File: src/rtl/serial_add_ctrl_if.sv
// Handshake/bus bundle for serial_add_ctrl.
//   master (requester side): drives start, abort, a, b, cin;
//                            observes ready, busy, done, sum, cout
//   slave  (controller side): the reverse
interface serial_add_ctrl_if #(
  parameter int unsigned WIDTH = 8
);
  logic             start;
  logic             abort;
  logic [WIDTH-1:0] a;
  logic [WIDTH-1:0] b;
  logic             cin;
  logic             ready;
  logic             busy;
  logic             done;
  logic [WIDTH-1:0] sum;
  logic             cout;

  modport master (
    output start, abort, a, b, cin,
    input  ready, busy, done, sum, cout
  );

  modport slave (
    input  start, abort, a, b, cin,
    output ready, busy, done, sum, cout
  );
endinterface

File: src/rtl/serial_add_ctrl.sv
// Bit-serial adder controller: one full-adder cell (two half adders + OR)
// is reused LSB-first across a WIDTH-bit add, one bit per clock.
// Ports:
//   i_clk    rising-edge clock
//   i_rst_n  asynchronous active-low reset
//   bus      serial_add_ctrl_if.slave: start/abort/a/b/cin in,
//            ready/busy/done/sum/cout out (all registered)
module serial_add_ctrl #(
  parameter int unsigned WIDTH = 8
) (
  input  logic               i_clk,
  input  logic               i_rst_n,
  serial_add_ctrl_if.slave   bus
);

  localparam int unsigned CNT_W = $clog2(WIDTH);

  typedef enum logic [1:0] {
    S_IDLE = 2'd0,
    S_RUN  = 2'd1,
    S_FIN  = 2'd2
  } state_t;

  state_t            r_state;
  state_t            w_state_nxt;
  logic [WIDTH-1:0]  r_a;
  logic [WIDTH-1:0]  r_b;
  logic [WIDTH-1:0]  r_sum;
  logic [CNT_W-1:0]  r_cnt;
  logic              r_carry;
  logic              r_cout;
  logic              r_ready;
  logic              r_busy;
  logic              r_done;

  logic              w_load;
  logic              w_step;
  logic              w_last;
  logic              w_clear;

  // Shared adder cell: two half adders, carries merged with an OR.
  logic w_ha1_s, w_ha1_c, w_ha2_c, w_s, w_co;
  assign w_ha1_s = r_a[0] ^ r_b[0];
  assign w_ha1_c = r_a[0] & r_b[0];
  assign w_s     = w_ha1_s ^ r_carry;
  assign w_ha2_c = w_ha1_s & r_carry;
  assign w_co    = w_ha1_c | w_ha2_c;

  // State register.
  always_ff @(posedge i_clk or negedge i_rst_n) begin
    if (!i_rst_n) r_state <= S_IDLE;
    else          r_state <= w_state_nxt;
  end

  // Next-state and datapath control; abort wins over start and over stepping.
  always_comb begin
    w_state_nxt = r_state;
    w_load      = 1'b0;
    w_step      = 1'b0;
    w_last      = 1'b0;
    w_clear     = 1'b0;
    case (r_state)
      S_IDLE: begin
        if (bus.start && !bus.abort) begin
          w_state_nxt = S_RUN;
          w_load      = 1'b1;
        end
      end
      S_RUN: begin
        if (bus.abort) begin
          w_state_nxt = S_IDLE;
          w_clear     = 1'b1;
        end else begin
          w_step = 1'b1;
          if (r_cnt == CNT_W'(WIDTH - 1)) begin
            w_last      = 1'b1;
            w_state_nxt = S_FIN;
          end
        end
      end
      S_FIN: begin
        w_state_nxt = S_IDLE;
        w_clear     = bus.abort;
      end
      default: w_state_nxt = S_IDLE;
    endcase
  end

  // Operand/result datapath.
  always_ff @(posedge i_clk or negedge i_rst_n) begin
    if (!i_rst_n) begin
      r_a     <= '0;
      r_b     <= '0;
      r_sum   <= '0;
      r_cnt   <= '0;
      r_carry <= 1'b0;
      r_cout  <= 1'b0;
    end else if (w_load) begin
      r_a     <= bus.a;
      r_b     <= bus.b;
      r_carry <= bus.cin;
      r_cnt   <= '0;
      r_sum   <= '0;
      r_cout  <= 1'b0;
    end else if (w_clear) begin
      r_sum   <= '0;
      r_cout  <= 1'b0;
    end else if (w_step) begin
      r_sum   <= {w_s, r_sum[WIDTH-1:1]};
      r_a     <= r_a >> 1;
      r_b     <= r_b >> 1;
      r_carry <= w_co;
      r_cnt   <= r_cnt + CNT_W'(1);
      if (w_last) r_cout <= w_co;
    end
  end

  // Status flags registered from the next state so they track r_state exactly.
  always_ff @(posedge i_clk or negedge i_rst_n) begin
    if (!i_rst_n) begin
      r_ready <= 1'b1;
      r_busy  <= 1'b0;
      r_done  <= 1'b0;
    end else begin
      r_ready <= (w_state_nxt == S_IDLE);
      r_busy  <= (w_state_nxt == S_RUN);
      r_done  <= (w_state_nxt == S_FIN);
    end
  end

  assign bus.ready = r_ready;
  assign bus.busy  = r_busy;
  assign bus.done  = r_done;
  assign bus.sum   = r_sum;
  assign bus.cout  = r_cout;

endmodule

File: src/flat_wrapper.sv
// flat-port wrapper written by rule: the top's interface ports become plain ports
module serial_add_ctrl_flat 
#(
  parameter int unsigned WIDTH = 8
)
  (i_clk, i_rst_n, bus_start, bus_abort, bus_a, bus_b, bus_cin, bus_ready, bus_busy, bus_done, bus_sum, bus_cout);
  serial_add_ctrl_if #(.WIDTH(WIDTH)) bus_i ();
  input  logic i_clk;
  input  logic i_rst_n;
  input wire logic [$bits(bus_i.start)-1:0] bus_start;
  input wire logic [$bits(bus_i.abort)-1:0] bus_abort;
  input wire logic [$bits(bus_i.a)-1:0] bus_a;
  input wire logic [$bits(bus_i.b)-1:0] bus_b;
  input wire logic [$bits(bus_i.cin)-1:0] bus_cin;
  output wire logic [$bits(bus_i.ready)-1:0] bus_ready;
  output wire logic [$bits(bus_i.busy)-1:0] bus_busy;
  output wire logic [$bits(bus_i.done)-1:0] bus_done;
  output wire logic [$bits(bus_i.sum)-1:0] bus_sum;
  output wire logic [$bits(bus_i.cout)-1:0] bus_cout;
  assign bus_i.start = bus_start;
  assign bus_i.abort = bus_abort;
  assign bus_i.a = bus_a;
  assign bus_i.b = bus_b;
  assign bus_i.cin = bus_cin;
  assign bus_ready = bus_i.ready;
  assign bus_busy = bus_i.busy;
  assign bus_done = bus_i.done;
  assign bus_sum = bus_i.sum;
  assign bus_cout = bus_i.cout;
  serial_add_ctrl #(.WIDTH(WIDTH)) u_core (.i_clk(i_clk), .i_rst_n(i_rst_n), .bus(bus_i));
endmodule
File: config.mk
export PLATFORM = sky130hd
export DESIGN_NAME = serial_add_ctrl_flat
export DESIGN_NICKNAME = d
export VERILOG_FILES = /design/src/rtl/serial_add_ctrl_if.sv /design/src/rtl/serial_add_ctrl.sv /design/src/flat_wrapper.sv
export SDC_FILE = /design/constraint.sdc
export NUM_CORES = 1
export LEC_CHECK = 0
export CORE_MARGIN = 2
export CORE_UTILIZATION = 50
export DETAILED_ROUTE_END_ITERATION = 16
export DONT_BUFFER_PORTS = 1
export PLACE_DENSITY = 0.68
export SLEW_MARGIN = 25
export SYNTH_ARGS = -nofsm -noshare
export SYNTH_HDL_FRONTEND = slang
export SYNTH_SLANG_ARGS = --single-unit
File: constraint.sdc
create_clock -name i_clk -period 1.8 [get_ports i_clk]
set_clock_uncertainty 0.2 [all_clocks]
set_input_delay 0.54 -clock i_clk [delete_from_list [all_inputs] [get_ports i_clk]]
set_output_delay 0.54 -clock i_clk [all_outputs]
set_load 0.05 [all_outputs]
==> summary.md, run 1 <==
| Metric | Value |
|---|---|
| Setup CP Type | flop to output port |
| Final period util | 96.8% |
| Total die area | 3560 um2 |
| CP Data Arrival Time | 1.00 ns |
| Initial core utilization | 51.5% |
| Reg clk slew, reported paths | 0.08 ns |
| Vias | 1083 |
| CTS tree | done |
| Crit Path Max Fanout | 1 |
| First-pass GRT wire length | 4.54 mm |
| CTS Buf Count | 5 |
| Syn nets | 180 |
| # rows | 20 |
| Sequential cell area | 852 um2 |
| Via/cell ratio | 5.50 |
| TritonCTS Sinks | 34 |
| # IOs | 33 |
| Post-synth EDFFs | 0 |
| Seq cells post-synth | 34 |
| Syn avg cell area | 10.1 um2 |
| Final wirelength | 2.75 mm |
| Chip Height | 59.6 um |
| WP data required | 1.06 ns |
| Static leakage | 0.806 nW |
| Worst Setup End Kind | output port |
| First-pass DRT Iterations | 4 |
| Placed Cells | 186 |
| Total grt overflow | 0 |
| CTS Buffer Depth | 2 |
| DP HPWL | 1.92 mm |
| Power per Cell Area | 1500 nW/um2 |
| Fraction of layout cells with a size suffix above 1 | 14.0% |
| DR DRC count | 0 |
| Hold WC Path Type | primary input to flop |
| Chip Width | 59.6 um |
| Core area | 3000 um2 |
| RD Place Congestion | 0.698 |
| Port bufs | 0 |
| Largest net degree at the start of global routing | 35 |
| Wire per inst | 14.0 um |
| Max_slew headroom | 66.2% |
| Synthesis warning total | 0 |
| Synthesized area | 1550 um2 |
| # diodes | 0 |
| Most common flop cell mapped by yosys | dfrtp_1 |
| Final ANT Viol Nets | 0 |
| Peak VDD IR | 595 uV |
| Slew @ Worst Pin | 0.508 ns |
| Post-Syn Instances | 154 |
| Placement Setup Slack | 0.0495 ns |
| Fillers | 282 |
| Area taken by multi-input logic gates | 621 um2 |
| Distinct cells, synth | 30 |
| Fin crit period | 1.74 ns |
| H-Tree Level Count | 2 |
| Synth-to-layout area growth | 8.73% |
| Vias in the first global route | 1021 |
| Fmax | 574 MHz |
| Final setup vio count | 0 |
| Initial antenna violation count | 0 |
| Fin. Hold Viols | 0 |
| Seq/Total Area, Yosys | 55.1% |
| Final WS setup | 0.0569 ns |
| Worst skew pair latency | 0.33 ns |
| CP Launch Type | flop |
| Final nets | 189 |
| Final number of max-transition violations | 0 |
| Status | finished clean |
| Pwr Total | 2.53 mW |
| Fin cells | 197 |
| GRT Resource Usage Total | 17.6% |
| Maxcap violations | 0 |
| Ys async rst share | 100% |
| DRT iter0 DRCs | 75 |
| Root buffer cell | clkbuf_4 |
cells in the final DEF (no fill, tap or decap), drive strengths merged:
master / Yosys / layout
clkbuf: 2 / 8
nor2b: 4 / 4
buf: 6 / 9
a31oi: 14 / 14
xnor2: 1 / 1
nand2b: 1 / 1
ha: 4 / 4
mux2: 1 / 1
and3b: 1 / 1
inv: 7 / 7
o21ai: 2 / 2
dlygate4sd3: 0 / 1
a22o: 8 / 8
a2111oi: 1 / 1
dfstp: 1 / 1
and3: 1 / 1
nor2: 17 / 17
nand3: 2 / 2
a21oi: 4 / 4
nand3b: 1 / 1
fa: 1 / 1
dfrtp: 33 / 33
and4bb: 1 / 1
a211o: 2 / 2
o22ai: 1 / 1
nand2: 38 / 38
timing repair:
item / 4_1_cts / 5_1_grt
resized for setup: 0 / 3
setup endpoints to repair: 0 / 16
buffers inserted: 0 / 1
hold buffers: 2 / 0
endpoints found under the hold margin: 34 / 0
kinds of logic after synthesis:
| group | synth area share (%) |
|---|---|
| AND/OR/NAND/NOR | 18.8 |
| flip-flops | 55.1 |
| AO/OA/AOI/OAI | 15.3 |
| buffers and inverters | 5.09 |
| adder cells (fa/ha/maj) | 4.53 |
| XOR/XNOR | 0.566 |
| multiplexers | 0.728 |
flip-flops by register name, indices dropped and copies added, names as in the netlist:
signal and count:
u_core.bus.cout 1, u_core.bus.ready 1, u_core.r_cnt 3, u_core.bus.done 1
u_core.r_carry 1, u_core.r_state 2, u_core.bus.busy 1, u_core.bus.sum 8
u_core.r_a 8, u_core.r_b 8
per-layer routing:
layer,GRT usage [%],part of all wire [%],up-vias
li1,-,-,537
met1,23.2,46,523
met2,25.4,47,19
met3,7.21,5.4,4
met4,7.62,1.1,0
met5,0,0,-
metrics by stage:
step | util, % | hold WS [ns] | setup TNS [ns] | area (um2)
2_1_floorplan | - | 0.0444 | 0 | 1550
5_1_grt | 56.0 | 0.0802 | -0.0189 | 1680
3_3_place_gp | 52.9 | 0.0451 | 0 | 1590
3_5_place_dp | 52.9 | 0.0451 | 0 | 1590
6_report | 56.0 | 0.0978 | 0 | 1680
4_1_cts | 55.5 | 0.0826 | 0 | 1670
cell usage after synthesis, types with 2 or more instances:
master     n  share of area, %
buf_6      2               1.5
dfrtp_1   33                53
a21oi_1    3              0.97
ha_1       4               3.2
nor2_1    17               4.1
clkbuf_1   2              0.49
a31oi_1   14               5.7
nand2_1   38               9.2
nor2b_1    3               1.2
buf_2      3              0.97
a22o_1     8               4.5
inv_1      7               1.7
a211o_1    2               1.1
nand3_1    2              0.65
final timing paths:
kind | from | end | slack [ns] | cells after the start
worst min-delay path | bus_abort | u_core.bus.cout | 0.1 | 1
worst min register to register | u_core.r_b[7] | u_core.r_b[7] | 0.32 | 2
max in group asynchronous | i_rst_n | u_core.bus.ready | 0.70 | 2
worst max-delay path | u_core.bus.ready | bus_ready | 0.06 | 0
worst max register to register | u_core.r_cnt[0] | u_core.bus.busy | 0.08 | 5
min in group asynchronous | i_rst_n | u_core.bus.sum[6] | 0.44 | 2
where the power goes:
part / leakage [nW] / switching [mW] / internal, mW / total, mW
clock network: 0.0265 / 0.225 / 0.156 / 0.380
logic: 0.349 / 0.449 / 0.389 / 0.838
registers: 0.431 / 0.271 / 1.04 / 1.31
total: 0.806 / 0.945 / 1.59 / 2.53
layout make-up:
class | instances | share of cell area, %
clock buffer | 8 | 2.90
sequential | 34 | 50.6
multi-input combinational | 105 | 36.9
inverter | 7 | 1.56
timing repair buffer | 10 | 5.58
tap | 33 | 2.45
Power figures use the tool's default switching activity.
==> run 2: changes to the inputs <==
- MAX_ROUTING_LAYER: default -> met4
==> run 2 against run 1 <==
- wire length decreased by 0.40%
- cell area unchanged
- sequential power about the same
- maximum frequency increased by 0.21%
- critical path depth unchanged
- core utilization unchanged
- die area unchanged
- via count increased by 0.37%
- clock power about the same
- sequential share of layout area unchanged
- largest cell class unchanged
==> summary.md, run 2 (synthesis results as in run 1) <==
| Metric | Value |
|---|---|
| Fin. Hold Viols | 0 (unchanged) |
| Root buffer cell | clkbuf_4 (unchanged) |
| Worst Reg-to-Reg Cells | 5 (unchanged) |
| # diodes | 0 (unchanged) |
| Via/cell ratio | 5.52 (was 5.50) |
| CTS tree | done (unchanged) |
| Initial antenna violation count | 0 (unchanged) |
| WP data required | 1.06 ns (about the same) |
| Total die area | 3560 um2 (unchanged) |
| Vias in the first global route | 1016 (was 1021) |
| CP Data Arrival Time | 1.00 ns (about the same) |
| Peak VDD IR | 598 uV (was 595 uV) |
| Status | finished clean (unchanged) |
| Final period util | 96.6% (was 96.8%) |
| CTS Buf Count | 5 (unchanged) |
| DP HPWL | 1.92 mm (unchanged) |
| Final ANT Viol Nets | 0 (unchanged) |
| CP Launch Type | flop (unchanged) |
| Initial core utilization | 51.5% (unchanged) |
| Fraction of layout cells with a size suffix above 1 | 14.0% (unchanged) |
| Slew @ Worst Pin | 0.508 ns (about the same) |
| Vias | 1087 (was 1083) |
| Final wirelength | 2.74 mm (was 2.75 mm) |
| Maxcap violations | 0 (unchanged) |
| First-pass DRT Iterations | 4 (unchanged) |
| Worst hold endpoint | u_core.bus.cout (unchanged) |
| RD Place Congestion | 0.706 (was 0.698) |
| Design area | 1680 um2 (unchanged) |
| Largest net degree at the start of global routing | 35 (unchanged) |
| Final setup vio count | 0 (unchanged) |
| Setup CP Type | flop to output port (unchanged) |
| Worst skew pair latency | 0.32 ns (was 0.33 ns) |
| Commonest non-fill, non-tap cell in the layout | nand2_1 (unchanged) |
| Wire per inst | 13.9 um (was 14.0 um) |
| Chip Width | 59.6 um (unchanged) |
| Synth-to-layout area growth | 8.73% (unchanged) |
| Crit Path Max Fanout | 1 (unchanged) |
| CTS Buffer Depth | 2 (unchanged) |
| DRT iter0 DRCs | 74 (was 75) |
| Chip Height | 59.6 um (unchanged) |
| Critical R2R Launch | u_core.r_state[0] (was u_core.r_cnt[0]) |
| Total grt overflow | 0 (unchanged) |
| H-Tree Level Count | 2 (unchanged) |
| TritonCTS Sinks | 34 (unchanged) |
| First-pass GRT wire length | 4.55 mm (was 4.54 mm) |
| Placed Area | 1590 um2 (unchanged) |
| Hold WC Path Type | primary input to flop (unchanged) |
| Fin cells | 197 (unchanged) |
| Hold_sp | bus_abort (unchanged) |
| # rows | 20 (unchanged) |
| Register-to-register path setup slack | 0.07 ns (was 0.08 ns) |
| GRT Resource Usage Total | 18.1% (was 17.6%) |
| Placed Cells | 186 (unchanged) |
| Fin crit period | 1.74 ns (about the same) |
| Reg clk slew, reported paths | 0.08 ns (about the same) |
| Final number of max-transition violations | 0 (unchanged) |
| Fmax | 575 MHz (was 574 MHz) |
| Power per Cell Area | 1500 nW/um2 (about the same) |
| Max_slew headroom | 66.2% (unchanged) |
| Static leakage | 0.806 nW (unchanged) |
| # IOs | 33 (unchanged) |
| Worst Setup End Kind | output port (unchanged) |
| Worst hold path depth | 1 (unchanged) |
| DR DRC count | 0 (unchanged) |
| Core area | 3000 um2 (unchanged) |
| Final nets | 189 (unchanged) |
| Critical R2R Capture | u_core.bus.busy (unchanged) |
| Commonest cells after routing, fill and taps aside | 38 x nand2_1, 33 x dfrtp_1, 17 x nor2_1 (unchanged) |
| Port bufs | 0 (unchanged) |
==> run 2: cell type report <==
| type | instances | area, um2 |
|---|---|---|
| Inverter | 7 | 26.3 |
| Multi-Input combinational cell | 105 | 621 |
| Tap cell | 33 | 41.3 |
| Clock buffer | 8 | 48.8 |
| Sequential cell | 34 | 852 |
| Fill cell | 282 | 1320 |
| Timing Repair Buffer | 10 | 93.8 |
==> run 2: timing repair <==
item                                    CTS  global route
gates resized for setup                   0             3
setup buffers                             0             1
hold buffers                              2             0
endpoints found under the setup margin    0            16
hold endpoints to repair                 34             0
==> run 2: metrics by stage <==
step / util (%) / hold slack [ns] / power [mW] / worst slack [ns] / setup TNS (ns)
2_1_floorplan: - / 0.0444 / 1.94 / 0.138 / 0
3_3_place_gp: 52.9 / 0.0451 / 2.08 / 0.116 / 0
3_5_place_dp: 52.9 / 0.0451 / 2.13 / 0.0495 / 0
4_1_cts: 55.5 / 0.0826 / 2.54 / 0.0254 / 0
5_1_grt: 56.0 / 0.0802 / 2.74 / -0.0189 / -0.0189
6_report: 56.0 / 0.101 / 2.53 / 0.0605 / 0
==> run 2: worst max-delay path by stage <==
stage	slack, ns	endpoint	from	cells past startpoint
6_report	0.06	bus_ready	u_core.bus.ready	0
5_1_grt	-0.02	u_core.bus.busy	u_core.r_cnt[0]	5
4_1_cts	0.03	u_core.r_a[6]	u_core.r_state[1]	6
3_5_place_dp	0.05	u_core.r_a[6]	u_core.r_state[1]	6
2_1_floorplan	0.14	u_core.bus.busy	u_core.r_state[0]	6
3_3_place_gp	0.12	u_core.bus.cout	u_core.r_state[1]	5
==> run 2: routing by layer <==
metal / part of all wire (%) / vias up / GRT usage [%]
li1: - / 536 / -
met4: 1.1 / 0 / 7.62
met5: 0 / - / -
met3: 5.6 / 4 / 7.21
met1: 46 / 523 / 23.2
met2: 47 / 24 / 25.4
==> run 2: power by group <==
part,internal (mW),switching [mW]
Sequential,1.04,0.270
Combinational,0.389,0.448
Clock,0.156,0.226
Total,1.59,0.945
